==> src/rtl/torv_csr_pkg.sv <==
// Shared definitions for the torv32 machine-mode CSR file and trap controller.
package torv_csr_pkg;

  localparam logic [11:0] CSR_MSTATUS   = 12'h300;
  localparam logic [11:0] CSR_MIE       = 12'h304;
  localparam logic [11:0] CSR_MTVEC     = 12'h305;
  localparam logic [11:0] CSR_MSCRATCH  = 12'h340;
  localparam logic [11:0] CSR_MEPC      = 12'h341;
  localparam logic [11:0] CSR_MCAUSE    = 12'h342;
  localparam logic [11:0] CSR_MTVAL     = 12'h343;
  localparam logic [11:0] CSR_MIP       = 12'h344;
  localparam logic [11:0] CSR_CYCLE     = 12'hC00;
  localparam logic [11:0] CSR_INSTRET   = 12'hC02;
  localparam logic [11:0] CSR_CYCLEH    = 12'hC80;
  localparam logic [11:0] CSR_INSTRETH  = 12'hC82;

  localparam logic [3:0] CAUSE_MISALIGN  = 4'd0;
  localparam logic [3:0] CAUSE_ILLEGAL   = 4'd2;
  localparam logic [3:0] CAUSE_EBREAK    = 4'd3;
  localparam logic [3:0] CAUSE_ECALL     = 4'd11;
  localparam logic [3:0] CAUSE_IRQ_TIMER = 4'd7;
  localparam logic [3:0] CAUSE_IRQ_EXT   = 4'd11;

  localparam int unsigned MSTATUS_MIE  = 3;
  localparam int unsigned MSTATUS_MPIE = 7;
  localparam int unsigned MIP_MTIP     = 7;
  localparam int unsigned MIP_MEIP     = 11;

  typedef enum logic [1:0] {
    CSR_READ  = 2'b00,
    CSR_WRITE = 2'b01,
    CSR_SET   = 2'b10,
    CSR_CLEAR = 2'b11
  } csr_op_e;

  typedef enum logic {
    TRAP_IDLE     = 1'b0,
    TRAP_REDIRECT = 1'b1
  } trap_state_e;

  function automatic logic [31:0] csr_apply(input csr_op_e op,
                                            input logic [31:0] old_val,
                                            input logic [31:0] wdata);
    case (op)
      CSR_WRITE: csr_apply = wdata;
      CSR_SET:   csr_apply = old_val | wdata;
      CSR_CLEAR: csr_apply = old_val & ~wdata;
      default:   csr_apply = old_val;
    endcase
  endfunction

endpackage

==> src/rtl/torv_irq_sync.sv <==
// Multi-stage flop synchroniser for asynchronous interrupt lines, synchronous clear.
module torv_irq_sync #(
  parameter int unsigned WIDTH           = 1,
  parameter int unsigned IRQ_SYNC_STAGES = 2
) (
  input  logic             clk,
  input  logic             resetn,
  input  logic [WIDTH-1:0] d,
  output logic [WIDTH-1:0] q
);

  logic [WIDTH-1:0] stage_q [IRQ_SYNC_STAGES];

  always_ff @(posedge clk) begin
    if (!resetn) begin
      for (int unsigned i = 0; i < IRQ_SYNC_STAGES; i++) stage_q[i] <= '0;
    end else begin
      stage_q[0] <= d;
      for (int unsigned i = 1; i < IRQ_SYNC_STAGES; i++) stage_q[i] <= stage_q[i-1];
    end
  end

  assign q = stage_q[IRQ_SYNC_STAGES-1];

endmodule

==> src/rtl/torv_csr_trap.sv <==
// Machine-mode CSR file and trap controller: exception/interrupt entry, MRET,
// and a single registered fetch redirect.
module torv_csr_trap
  import torv_csr_pkg::*;
#(
  parameter logic [31:0] MTVEC_RESET     = 32'h0003_0100,
  parameter int unsigned NUM_IRQ         = 4,
  parameter int unsigned IRQ_SYNC_STAGES = 2,
  parameter int unsigned COUNTER_WIDTH   = 64,
  parameter bit          VECTORED_EN     = 1'b1
) (
  input  logic               clk,
  input  logic               resetn,
  input  logic               csr_en,
  input  logic [1:0]         csr_op,
  input  logic [11:0]        csr_addr,
  input  logic [31:0]        csr_wdata,
  output logic [31:0]        csr_rdata,
  output logic               csr_illegal,
  input  logic               exc_valid,
  input  logic [3:0]         exc_cause,
  input  logic [31:0]        exc_pc,
  input  logic [31:0]        exc_tval,
  input  logic               mret,
  input  logic               commit_valid,
  input  logic [31:0]        commit_pc,
  input  logic               instret_inc,
  input  logic [NUM_IRQ-1:0] irq,
  input  logic               timer_irq,
  output logic               redirect_valid,
  output logic [31:0]        redirect_pc
);

  logic                     mstatus_mie_q, mstatus_mpie_q;
  logic                     mie_meie_q, mie_mtie_q;
  logic [31:0]              mtvec_q, mscratch_q, mepc_q, mcause_q, mtval_q;
  logic [COUNTER_WIDTH-1:0] cycle_q, instret_q;
  logic [63:0]              cycle_ext, instret_ext;
  logic [NUM_IRQ:0]         sync_q;
  logic                     meip, mtip;
  logic [31:0]              mstatus_val, mie_val, mip_val;
  logic [31:0]              csr_old, csr_new;
  logic                     csr_known, csr_ro, csr_wr, csr_illegal_d;
  logic                     irq_ext, irq_tmr, irq_take, trap_evt;
  logic [3:0]               irq_code;
  logic [31:0]              mtvec_base, irq_target;
  trap_state_e              trap_state_q, trap_state_d;

  torv_irq_sync #(
    .WIDTH           (NUM_IRQ + 1),
    .IRQ_SYNC_STAGES (IRQ_SYNC_STAGES)
  ) u_irq_sync (
    .clk    (clk),
    .resetn (resetn),
    .d      ({timer_irq, irq}),
    .q      (sync_q)
  );

  assign meip = |sync_q[NUM_IRQ-1:0];
  assign mtip = sync_q[NUM_IRQ];

  // Zero-extend so the hi halves read 0 for narrow counters without a generate.
  assign cycle_ext   = 64'(cycle_q);
  assign instret_ext = 64'(instret_q);

  always_comb begin
    mstatus_val               = '0;
    mstatus_val[12:11]        = 2'b11;
    mstatus_val[MSTATUS_MIE]  = mstatus_mie_q;
    mstatus_val[MSTATUS_MPIE] = mstatus_mpie_q;
    mie_val                   = '0;
    mie_val[MIP_MEIP]         = mie_meie_q;
    mie_val[MIP_MTIP]         = mie_mtie_q;
    mip_val                   = '0;
    mip_val[MIP_MEIP]         = meip;
    mip_val[MIP_MTIP]         = mtip;
  end

  always_comb begin
    csr_old   = '0;
    csr_known = 1'b1;
    csr_ro    = 1'b0;
    case (csr_addr)
      CSR_MSTATUS:  csr_old = mstatus_val;
      CSR_MIE:      csr_old = mie_val;
      CSR_MTVEC:    csr_old = mtvec_q;
      CSR_MSCRATCH: csr_old = mscratch_q;
      CSR_MEPC:     csr_old = mepc_q;
      CSR_MCAUSE:   csr_old = mcause_q;
      CSR_MTVAL:    csr_old = mtval_q;
      CSR_MIP:      begin csr_old = mip_val;             csr_ro = 1'b1; end
      CSR_CYCLE:    begin csr_old = cycle_ext[31:0];     csr_ro = 1'b1; end
      CSR_CYCLEH:   begin csr_old = cycle_ext[63:32];    csr_ro = 1'b1; end
      CSR_INSTRET:  begin csr_old = instret_ext[31:0];   csr_ro = 1'b1; end
      CSR_INSTRETH: begin csr_old = instret_ext[63:32];  csr_ro = 1'b1; end
      default:      csr_known = 1'b0;
    endcase
  end

  // Priority: exception > interrupt > mret > CSR write.
  always_comb begin
    irq_ext       = meip & mie_meie_q;
    irq_tmr       = mtip & mie_mtie_q;
    irq_take      = commit_valid & mstatus_mie_q & (irq_ext | irq_tmr) & ~exc_valid;
    irq_code      = irq_ext ? CAUSE_IRQ_EXT : CAUSE_IRQ_TIMER;
    trap_evt      = exc_valid | irq_take | mret;
    mtvec_base    = {mtvec_q[31:2], 2'b00};
    irq_target    = (VECTORED_EN && mtvec_q[0]) ? mtvec_base + {26'b0, irq_code, 2'b00}
                                                : mtvec_base;
    csr_new       = csr_apply(csr_op_e'(csr_op), csr_old, csr_wdata);
    csr_illegal_d = csr_en & (~csr_known | (csr_ro & (csr_op != CSR_READ)));
    csr_wr        = csr_en & (csr_op != CSR_READ) & csr_known & ~csr_ro & ~trap_evt;
  end

  always_ff @(posedge clk) begin
    if (!resetn) trap_state_q <= TRAP_IDLE;
    else         trap_state_q <= trap_state_d;
  end

  always_comb begin
    trap_state_d = trap_evt ? TRAP_REDIRECT : TRAP_IDLE;
  end

  always_comb begin
    redirect_valid = (trap_state_q == TRAP_REDIRECT);
  end

  always_ff @(posedge clk) begin
    if (!resetn) begin
      mstatus_mie_q  <= 1'b0;
      mstatus_mpie_q <= 1'b0;
      mie_meie_q     <= 1'b0;
      mie_mtie_q     <= 1'b0;
      mtvec_q        <= MTVEC_RESET;
      mscratch_q     <= '0;
      mepc_q         <= '0;
      mcause_q       <= '0;
      mtval_q        <= '0;
      cycle_q        <= '0;
      instret_q      <= '0;
      csr_rdata      <= '0;
      csr_illegal    <= 1'b0;
      redirect_pc    <= '0;
    end else begin
      cycle_q     <= cycle_q + COUNTER_WIDTH'(1);
      if (instret_inc) instret_q <= instret_q + COUNTER_WIDTH'(1);
      csr_rdata   <= (csr_en && csr_known) ? csr_old : '0;
      csr_illegal <= csr_illegal_d;

      if (exc_valid) begin
        mepc_q         <= {exc_pc[31:2], 2'b00};
        mcause_q       <= {28'b0, exc_cause};
        mtval_q        <= exc_tval;
        mstatus_mpie_q <= mstatus_mie_q;
        mstatus_mie_q  <= 1'b0;
        redirect_pc    <= mtvec_base;
      end else if (irq_take) begin
        mepc_q         <= {commit_pc[31:2], 2'b00};
        mcause_q       <= {1'b1, 27'b0, irq_code};
        mtval_q        <= '0;
        mstatus_mpie_q <= mstatus_mie_q;
        mstatus_mie_q  <= 1'b0;
        redirect_pc    <= irq_target;
      end else if (mret) begin
        mstatus_mie_q  <= mstatus_mpie_q;
        mstatus_mpie_q <= 1'b1;
        redirect_pc    <= mepc_q;
      end else if (csr_wr) begin
        case (csr_addr)
          CSR_MSTATUS: begin
            mstatus_mie_q  <= csr_new[MSTATUS_MIE];
            mstatus_mpie_q <= csr_new[MSTATUS_MPIE];
          end
          CSR_MIE: begin
            mie_meie_q <= csr_new[MIP_MEIP];
            mie_mtie_q <= csr_new[MIP_MTIP];
          end
          CSR_MTVEC:    mtvec_q    <= {csr_new[31:2], 1'b0, VECTORED_EN && csr_new[0]};
          CSR_MSCRATCH: mscratch_q <= csr_new;
          CSR_MEPC:     mepc_q     <= {csr_new[31:2], 2'b00};
          CSR_MCAUSE:   mcause_q   <= csr_new;
          CSR_MTVAL:    mtval_q    <= csr_new;
          default:      ;
        endcase
      end
    end
  end

endmodule

==> config.mk <==
export PLATFORM = sky130hd
export DESIGN_NAME = torv_csr_trap
export DESIGN_NICKNAME = d
export VERILOG_FILES = /design/src/rtl/torv_csr_pkg.sv /design/src/rtl/torv_irq_sync.sv /design/src/rtl/torv_csr_trap.sv
export SDC_FILE = /design/constraint.sdc
export NUM_CORES = 1
export LEC_CHECK = 0
export BUFFER_PORTS_ARGS = -buffer_cell sky130_fd_sc_hd__buf_4
export CORE_UTILIZATION = 52
export CTS_BUF_LIST = sky130_fd_sc_hd__clkbuf_16
export CTS_CLUSTER_DIAMETER = 60
export DETAILED_ROUTE_END_ITERATION = 7
export PLACE_DENSITY = 0.72
export SYNTH_ARGS = -nofsm -noshare
export SYNTH_HDL_FRONTEND = slang
export SYNTH_HIERARCHICAL = 1
export SYNTH_SLANG_ARGS = --single-unit
==> constraint.sdc <==
create_clock -name clk -period 4.8 [get_ports clk]
set_input_delay 0.48 -clock clk [delete_from_list [all_inputs] [get_ports clk]]
set_output_delay 0.48 -clock clk [all_outputs]
set_load 0.05 [all_outputs]
## Yosys cells after proc, flatten, opt, wreduce, memory -nomap -nowiden

Memories as Yosys holds them, arrays and structs flattened.
Cells that the tools add are included.

| operators by class | value |
|---|---|
| reduce and logical (&&, ||, !) cells | 30 |
| mux-type cells | 37 |
| bitwise logic cells | 27 |
| equality and inequality tests | 17 |
| $add $sub $neg | 3 |

Operators by type and width:

| kind | number |
|---|---|
| 32-bit two-way mux | 18 |
| 32-bit case mux with 12 select lines | 1 |
| 64-bit by 1-bit adder with 64-bit output (second input constant) | 2 |
| 12-bit by 10-bit equality test with 1-bit output (second input constant) | 8 |
| 32-bit case mux with 3 select lines | 1 |
| 12-bit equality test (second input constant) | 4 |
| 32-bit by 6-bit adder with 32-bit output | 1 |
| 32-bit bitwise AND | 1 |
| 32-bit NOT | 1 |
| 32-bit bitwise OR | 1 |
| 3-bit AND reduction | 5 |
| 5-bit AND reduction | 3 |
| 3-bit nonzero test | 5 |
| 1-bit two-way mux | 13 |
| 2-bit nonzero test | 6 |
| 12-bit OR reduction | 1 |
| 1-bit bitwise AND | 11 |
| 5-bit two-way mux | 2 |
| 4-bit two-way mux | 2 |
| 4-bit nonzero test | 2 |
| 1-bit NOT | 7 |
| 1-bit bitwise OR | 6 |
| 2-bit AND reduction | 3 |
| 5-bit OR reduction | 1 |
| 8 further kinds | 9 |

| storage, ports and cells | value |
|---|---|
| output and inout bits | 66 |
| memories kept | 1 |
| bits in writable memories | 10 |
| register bits | 355 |
| input port bits | 158 |

Memory list:

| name | depth | width | rd ports | clocked after memory_dff | write ports | RTL line | RTL |
|---|---|---|---|---|---|---|---|
| u_irq_sync.stage_q | 2 | 5 | 2 | 0 | 2 | torv_irq_sync.sv:12 | `logic [WIDTH-1:0] stage_q [IRQ_SYNC_STAGES];` |

## Depth between registers and ports, before layout

Gate-level depths: netlist of the first run.
An unclocked memory read counts as a cell.

| logic depth | value |
|---|---|
| depth after elaboration | 14 |
| gate-level depth with buffers | 12 |

## Hierarchy

The synthesis of the first run kept the hierarchy.

By module, submodules not included:

| module | instances | area an instance (µm²) | cells each | sequential area each (µm²) |
|---|---|---|---|---|
| torv_csr_trap | 1 | 18,362.6 | 2,270 | 7,066.8 |
| torv_irq_sync | 1 | 300.3 | 25 | 200.2 |

## Worst setup path after synthesis of the first run

OpenSTA, ideal clock, no wires.

| timing path | value |
|---|---|
| path kind | flip-flop to flip-flop |
| start | memory u_irq_sync/stage_q[0][6] (netlist bit) |
| end | register redirect_pc[31] |
| slack | 1.966 ns |
| stages on the path, launching flop included | 11 |
| data required time | 4.685 ns |
| data arrival time | 2.720 ns |
| library setup time | 0.115 ns |
| path through | dfxtp_1 > buf_4 > o41ai_1 > inv_1 > ha_1 > o21a_1 > o2111ai_1 > nor3_1 > nand3_1 > mux2i_1 > a2111oi_0 |

RTL lines:

| what | RTL line | RTL |
|---|---|---|
| start: declaration | torv_irq_sync.sv:12 |  |
| end signal: assignment | torv_csr_trap.sv:156 | `redirect_pc <= mtvec_base;` |
| end signal: assignment | torv_csr_trap.sv:163 | `redirect_pc <= irq_target;` |
| end signal: assignment | torv_csr_trap.sv:167 | `redirect_pc <= mepc_q;` |
| end: declaration | torv_csr_trap.sv:31 | `output logic [31:0] redirect_pc` |

==> impl_summary.md, run 1 <==
Clock network
The clock latency reported for the late side of the worst-skew pair is 0.59 ns. The library cell used as clock root buffer is sky130_fd_sc_hd__clkbuf_16. The number of buffers created by CTS is 43. The total of hold buffers inserted after clock tree synthesis is 0.

In this run the deepest clock path goes through 3 buffers. The number of gates resized after CTS was 0. The TritonCTS clock tree is built.

Buffers added to address setup during post-CTS repair amount to 0. The level count of the clock H-tree is 2. The post-CTS clock slew at the launch and capture registers of the worst setup and hold paths is 0.06 ns. The TritonCTS sink count is about 360.

STA
At the pin with the least slew margin, the transition time is ~1.2 ns. The clock tree skew after final layout is 0.02486 ns. The minimum clock period after layout is approximately 3.8 ns.

The total count of max-transition violations in the final report is 0. For the final routed database, the setup TNS stands at 0 ns. The total count of hold-check failures in the final report is 0. Setup violations remaining at the end of the flow were counted as 0. Setup repair after global routing left no endpoint under its margin. The peak clock frequency supported by timing is roughly 260 MHz. In this run the tightest slew margin relative to its limit is 0.1677. The part of the cycle the worst path needs is 0.7890.

Drt
After detailed routing, the number of remaining DRC violations is 0. The detailed router finished its first iteration with 2806 violations. The count of antenna-violating nets left after detailed routing is 0. For this block, the routed nets add up to approximately 83000 µm of wire. The number of iterations in the first detailed-routing pass is 8. The total number of vias is 20071. The routed wirelength normalized by instance count is 28.19 µm. Using the TritonRoute via totals, the vias-per-cell ratio works out to 6.808.

Finish
0 antenna diodes ended up in the layout. The final-stage net count is 2621. Relative to the synthesized area, the layout overhead comes to 18.79%. Summing all non-filler instances in the final layout gives an area of 22170 µm². The fraction of final layout cells sized beyond drive strength 1 is 0.1649.

Run
The number of max-cap violations is 0.

Floorplanning
The total area inside the core boundary comes to 35480 µm². The vertical extent of the die is 191.4 µm. In this run the core area contains 69 standard-cell rows. The effective utilization at floorplan is 0.5260. The total die area is 36650 µm². During I/O placement, the number of pins put on the boundary was 224. In this run the horizontal extent of the chip is between 150 and 200 µm.

Critical path
The signal arrival time at the worst endpoint is between 4 and 5 ns. STA puts the critical path data required time at 5.27 ns. The critical path is of the flip-flop to flip-flop type.

The critical path capture point type is a flip-flop. The critical path starts at u_irq_sync/stage_q[0][6]. In this run the worst path has a maximum fanout of 30. STA classifies the critical path startpoint as a flip-flop. The startpoint identified for the worst register-to-register timing path is u_irq_sync/stage_q[0][6].

Power
The post-route total power is 7.148 mW. The cell leakage power is 8.315 nW. Power spread over the standard cell area amounts to 322.4 nW/µm². The worst-case IR drop observed on VDD is ~0.32 mV.

Global route
The number of antenna violations at the first check in global routing is 3. Entering global routing, the biggest net connects 81 pins. In the global route stage, overall resource usage came out at 0.4459.

The first global-routing pass estimated 119300 µm of wire. The total congestion overflow after global routing is 0. The via count of the first global-routing pass came to 18166.

Yosys
The Yosys step of the flow raised 6 warnings. The library cell with the highest instance count after synthesis is sky130_fd_sc_hd__dfxtp_1. The number of synthesized flops with an enable pin is 0.

The average instance in the mapped netlist occupies 8.132 µm². The synthesized netlist occupies a cell area of 18660 µm². The number of distinct standard cells referenced by the synthesized netlist is 91. In the post-synthesis netlist, the biggest area contributors are sky130_fd_sc_hd__dfxtp_1 39%, sky130_fd_sc_hd__nor2_1 5.1%, sky130_fd_sc_hd__a21oi_1 4.7%. In the synthesized netlist the dominant register cell turns out to be sky130_fd_sc_hd__dfxtp_1. After synthesis the netlist holds a flip-flop and latch count of 363. The most area-hungry cell type in the Yosys netlist is sky130_fd_sc_hd__dfxtp_1.

Counting every instance in the synthesized netlist gives approximately 2300. The share of Yosys cell area claimed by the top area cell type is 0.3894. Of the synthesized area, sequential elements account for 0.3894. By count the netlist is led by 363 x sky130_fd_sc_hd__dfxtp_1, 253 x sky130_fd_sc_hd__nor2_1, 214 x sky130_fd_sc_hd__nand2_1. The proportion of register bits with asynchronous set or reset after synthesis is 0.

Place
In this run the cell area measured after placement is 20790 µm². The final weighted congestion of routability-driven global placement is 1.036. The count of buffers added on input and output ports is about 220. The half-perimeter wire length after detailed placement is 61470 µm.

Hold path
The worst hold path begins at irq[3]. The path class of the tightest hold or removal check is input port to flip-flop.

Outcome
The run finished with clean final reports.
-- critical path, cell delays in order (launching register included) --
cell,delay (ns)
sky130_fd_sc_hd__dfxtp_1,0.31
sky130_fd_sc_hd__or4_4,0.61
sky130_fd_sc_hd__a41oi_4,0.64
sky130_fd_sc_hd__nand2_2,0.29
sky130_fd_sc_hd__or3_1,0.61
sky130_fd_sc_hd__o21ai_4,0.35
sky130_fd_sc_hd__buf_4,0.39
sky130_fd_sc_hd__nor2_1,0.09
sky130_fd_sc_hd__a311oi_1,0.35
-- sequential cells by signal (all words and copies together), names as in the netlist --
register            flops
u_irq_sync/stage_q     10
redirect_valid          1
redirect_pc            30
instret_ext            64
cycle_ext              64
mie_mtie_q              1
mie_meie_q              1
mscratch_q             32
mtval_q                32
mstatus_mie_q           1
mcause_q               32
csr_rdata              32
mstatus_mpie_q          1
csr_illegal             1
mtvec_q                31
mepc_q                 30
-- where the power goes --
| group | internal (mW) | switching (mW) | leakage [nW] |
|---|---|---|---|
| Combinational | 0.252 | 0.472 | 4.67 |
| Sequential | 3.08 | 0.0588 | 2.95 |
| Clock | 1.93 | 1.36 | 0.700 |
| Total | 5.26 | 1.89 | 8.32 |
-- layout make-up --
class,count,area [µm²]
inverters,27,103.9
flip-flops and latches,363,7267
repair buffers,292,2217
clock buffers,44,1101
multi-input cells,1731,10620
clock inverters,30,280.3
fillers,3183,13310
well taps,461,576.8
-- per-layer routing --
layer | share of wire | wire length, µm | GRT usage | vias up
met1 | 0.38 | 31550 | 0.5748 | 9517
met5 | 0.00049 | 41 | 0 | -
met3 | 0.12 | 9989 | 0.08922 | 294
li1 | - | - | - | 8796
met2 | 0.43 | 35930 | 0.6816 | 1458
met4 | 0.067 | 5595 | 0.2793 | 6
-- layout by cell type (no fill, tap or decap), types with 13 or more instances in the layout --
cell type                   Yosys  final
sky130_fd_sc_hd__nor4_1        14     13
sky130_fd_sc_hd__a311oi_1      14     14
sky130_fd_sc_hd__o22ai_1       25     25
sky130_fd_sc_hd__a2bb2oi_1     15     15
sky130_fd_sc_hd__clkbuf_16      0     44
sky130_fd_sc_hd__a21oi_1      175    174
sky130_fd_sc_hd__inv_1         25     30
sky130_fd_sc_hd__nor3_1        55     54
sky130_fd_sc_hd__mux2_2        25     25
sky130_fd_sc_hd__nand3_1       85     85
sky130_fd_sc_hd__xnor2_1       43     43
sky130_fd_sc_hd__a221oi_1      13     13
sky130_fd_sc_hd__mux2i_1       21     21
sky130_fd_sc_hd__a222oi_1      21     21
sky130_fd_sc_hd__a211oi_1      44     44
sky130_fd_sc_hd__o211a_1       14     14
sky130_fd_sc_hd__and2_1        40     40
sky130_fd_sc_hd__and3_1        53     53
sky130_fd_sc_hd__dfxtp_1      363    363
sky130_fd_sc_hd__a22oi_1       57     57
sky130_fd_sc_hd__and4_1        35     35
sky130_fd_sc_hd__nand4_1       40     40
sky130_fd_sc_hd__a22o_1        13     13
sky130_fd_sc_hd__nor2b_1       13     13
sky130_fd_sc_hd__nor2_1       253    253
sky130_fd_sc_hd__or3_1         29     29
sky130_fd_sc_hd__buf_4         10    290
sky130_fd_sc_hd__o221ai_1      16     16
sky130_fd_sc_hd__xor2_1        76     76
sky130_fd_sc_hd__o21ai_0      141    141
sky130_fd_sc_hd__nand2_1      214    214
-- worst paths after layout --
check,to,slack [ns],depth (start not counted)
worst max-delay path,mepc_q[22],1.01,8
worst min-delay path,u_irq_sync/stage_q[0][3],0.1,2
worst max register to register,mepc_q[22],1.01,8
worst min register to register,u_irq_sync/stage_q[0][8],0.43,1
-- logic make-up after synthesis --
| logic type | count (synthesis) | synth area share |
|---|---|---|
| AO/OA/AOI/OAI | 670 | 0.2415 |
| XOR/XNOR | 119 | 0.05585 |
| adder cells (fa/ha/maj) | 5 | 0.003352 |
| buffers and inverters | 202 | 0.04425 |
| flip-flops | 363 | 0.3894 |
| multiplexers | 47 | 0.02755 |
| other | 1 | 0.0002009 |
| AND/OR/NAND/NOR | 888 | 0.2379 |
-- metrics by stage --
step / std cells / hold slack, ns / setup WS [ns] / util
after floorplan: 2296 / 0.4057 / 1.966 / -
after global placement: 2874 / 0.4122 / 1.038 / 0.5859
after detailed placement: 2874 / 0.4179 / 0.9693 / 0.5859
after CTS: 2948 / 0.09023 / 1.193 / 0.6248
after global routing: 2948 / 0.1061 / 1.015 / 0.6248
final: 2948 / 0.09617 / 1.013 / 0.6248
Note: power is estimated with default switching activity, not from simulation.
==> run 2: changes to the inputs <==
==> constraint.sdc (replaced) <==
create_clock -name clk -period 3.5 [get_ports clk]
set_input_delay 0.35 -clock clk [delete_from_list [all_inputs] [get_ports clk]]
set_output_delay 0.35 -clock clk [all_outputs]
set_load 0.05 [all_outputs]
==> run 2 against run 1 <==
Cell count grew 2.7%; combinational power increased by 42%; worst hold slack worse by 0.061 ns; core utilization grew 1.7 points; global-route usage is 0.56 points higher; clock-buffer cell count decreased by 1; first-iteration DRC count decreased by 8.6%; clock skew rose by 0.0037 ns; worst setup slack got worse by 0.62 ns; non-clock buffer count grew 76; clock power increased by 33%; critical path depth up 3; largest cell class unchanged; largest power group unchanged; highest routed layer unchanged.
==> impl_summary.md, run 2 (synthesized netlist as in run 1, its figures left out) <==
Outcome
The flow ran to the end, and the final reports show no timing, DRC or antenna violations.

Critical path
The largest stage delay on the critical path is 0.55 ns. In this run the worst path has a maximum fanout of 5. Across all register-to-register paths, the minimum setup slack is 0.39 ns. Walking the worst path, the cells encountered are o41ai_1 -> buf_4 -> ha_1 -> o21a_1 -> o21a_1 -> o2111ai_1 -> nor3_1 -> buf_4 -> nand3_1 -> mux2i_1 -> a2111oi_0. The signal arrival time at the worst endpoint is 3.56 ns. The critical path required time is ~4.0 ns. The largest individual stage delay along the critical path comes from the cell sky130_fd_sc_hd__dfxtp_1. The critical path capture point type is a flip-flop.

The launch instance of the worst register-to-register path is mie_meie_q. The cell family with the largest share of critical-path delay is compound AO/OA/AOI/OAI gates. Tracing the worst setup path back leads to its startpoint at mie_meie_q. The launching element type of the critical path is a flip-flop. The critical path contains buffers and inverters numbering 2 combined. The critical path is of the flip-flop to flip-flop type.

STA
Dividing the final minimum period by the clock period gives 0.8892. Timing would allow up to 321.3 MHz. The setup TNS is 0 ns. At the pin with the least slew margin, the transition time is 1.072 ns. The clock tree skew after final layout is 0.02859 ns. The relative slew slack is 0.2775. Hold timing on the final database bottoms out at a slack of between 0.03 and 0.04 ns.

The minimum clock period after layout is 3.112 ns. The total count of hold-check failures in the final report is 0. The count of final setup violators is 0.

The total count of max-transition violations in the final report is 0. Setup repair after global routing left no endpoint under its margin.

Run
The tool flagged a number of max-cap violations equal to 0.

Global route
The via count of the first global-routing pass is approximately 18000. For this run, global-route usage on met1 was measured as 0.5624. The maximum number of pins on one net before global-route repair is 86. The peak-usage layer in the global routing report is met2. The global-route track usage on met2 is 0.6697. In the global route stage, overall resource usage came out at 0.4515. After global routing the overflow that remains totals 0. The global-route track usage on met3 is 0.1212. The number of antenna violations at the first check in global routing was 6.

The global-route wire length before repair is roughly 120000 µm.

Power
Power spread over the standard cell area amounts to around 430 nW/µm². The worst-case vdd ir drop is 0.3857 mV. The analysis attributes to cell leakage a power of 8.677 nW.

Floorplanning
The number of rows created at floorplan is 69. The effective utilization at floorplan is 0.5260. For this design the top-level I/O count stands at 224. The total die area is 36650 µm². The die outline width is 191.4 µm. In this run the vertical extent of the chip is 191.4 µm. The core region area is roughly 35000 µm².

Finish
The fraction of final layout cells sized beyond drive strength 1 is 0.1895. Relative to the synthesized area, the layout overhead comes to 22.10%. Measured on the finished design, the core utilization comes to 0.6422. In the layout the commonest cells are 363 x sky130_fd_sc_hd__dfxtp_1, 356 x sky130_fd_sc_hd__buf_4, 253 x sky130_fd_sc_hd__nor2_1.

Fill cells in the final layout number 3167. The final-stage net count is 2696. The design area is between 20000 and 25000 µm².

Leaving out fill and tap cells, the most frequent cell in the layout is sky130_fd_sc_hd__dfxtp_1.

Clock network
The level count of the clock H-tree is 2. The clock latency reported for the late side of the worst-skew pair is 0.60 ns. The cell sitting at the root of the clock tree is a sky130_fd_sc_hd__clkbuf_16. The post-CTS clock slew at the launch and capture registers of the worst setup and hold paths is about 0.07 ns. The number of buffers inserted by post-CTS setup repair is 0. In this run the deepest clock path goes through 3 buffers. Counting every sink on the clock net gives between 300 and 400. Clock tree synthesis inserted a total of between 40 and 50 buffers. TritonCTS built the clock tree.

Drt
After detailed routing, the number of remaining DRC violations is 0. Before antenna repair, the detailed router went through 7 iterations. The count of antenna-violating nets left after detailed routing is 0. The routed wire length is 84080 µm. The average vias per placed instance is about 6.7. The total number of vias is slightly above 20000. In the final routed layout, each cell accounts on average for 27.76 µm. For this block, the initial DRC count from the detailed router was 2564.

Place
The instance area at placement is 21380 µm². Port buffering added 217 buffers. The final weighted congestion of routability-driven global placement is between 1 and 1.5.

The HPWL after detailed placement is 63100 µm.

Hold path
The worst hold path begins at exc_tval[3]. The type of the most critical hold path is input port to flip-flop.
## run 2: cell count changes in the layout (fill, tap and decap cells not counted), sizes merged
cell	delta
clkinv	+5
bufinv	-2
clkinvlp	+1
diode	+3
clkbuf	-1
buf	+71
dlygate4sd3	+5
inv	-1
## run 2: metal layers
layer	vias up	wire (µm)	share of wire
li1	8946	-	-
met5	-	25	0.00030
met2	1429	35140	0.42
met3	338	10520	0.13
met4	4	6786	0.081
met1	9491	31600	0.38
## run 2: stage by stage
stage          cells  worst slack, ns  total power [mW]
2_1_floorplan   2296           0.6658             4.876
3_3_place_gp    2945           0.2453             5.355
3_5_place_dp    2945           0.3026             5.365
4_1_cts         3026           0.4522             9.681
5_1_grt         3026           0.2641             9.948
6_report        3029           0.3879             9.722
## run 2: path summary, 6_finish.rpt
path | endpoint | cells after the start
min reg2reg | u_irq_sync/stage_q[0][8] | 1
max reg2reg | redirect_pc[31] | 11
min | mtval_q[3] | 2
max | redirect_pc[31] | 11
## run 2: where the power goes
part | leakage, nW | switching (mW) | internal (mW) | total [mW]
Combinational | 5.04 | 0.657 | 0.373 | 1.03
Clock | 0.684 | 1.92 | 2.48 | 4.39
Sequential | 2.95 | 0.0788 | 4.22 | 4.30
Total | 8.68 | 2.65 | 7.07 | 9.72
## run 2: worst register-to-register path: cells and delay by family, from the launching register on
family	cells	cell delay, ns
AO/OA/AOI/OAI	5	1.19
flip-flops	1	0.55
buffers and inverters	2	0.40
adder cells (fa/ha/maj)	1	0.36
AND/OR/NAND/NOR	2	0.33
multiplexers	1	0.14
## run 2: layout make-up
cell class,count,area [µm²],area share
Inverter,27,103.9,0.004557
Tap cell,461,576.8,0.02531
Timing Repair Buffer,368,2863,0.1256
Multi-Input combinational cell,1731,10620,0.4660
Clock buffer,43,1076,0.04722
Clock inverter,33,275.3,0.01208
Antenna cell,3,7.507,0.0003295
Sequential cell,363,7267,0.3189
## run 2: timing repair
item,4_1_cts,5_1_grt
hold buffers,5,0
resized for setup,0,0
endpoints found under the hold margin,5,0
endpoints found under the setup margin,0,0
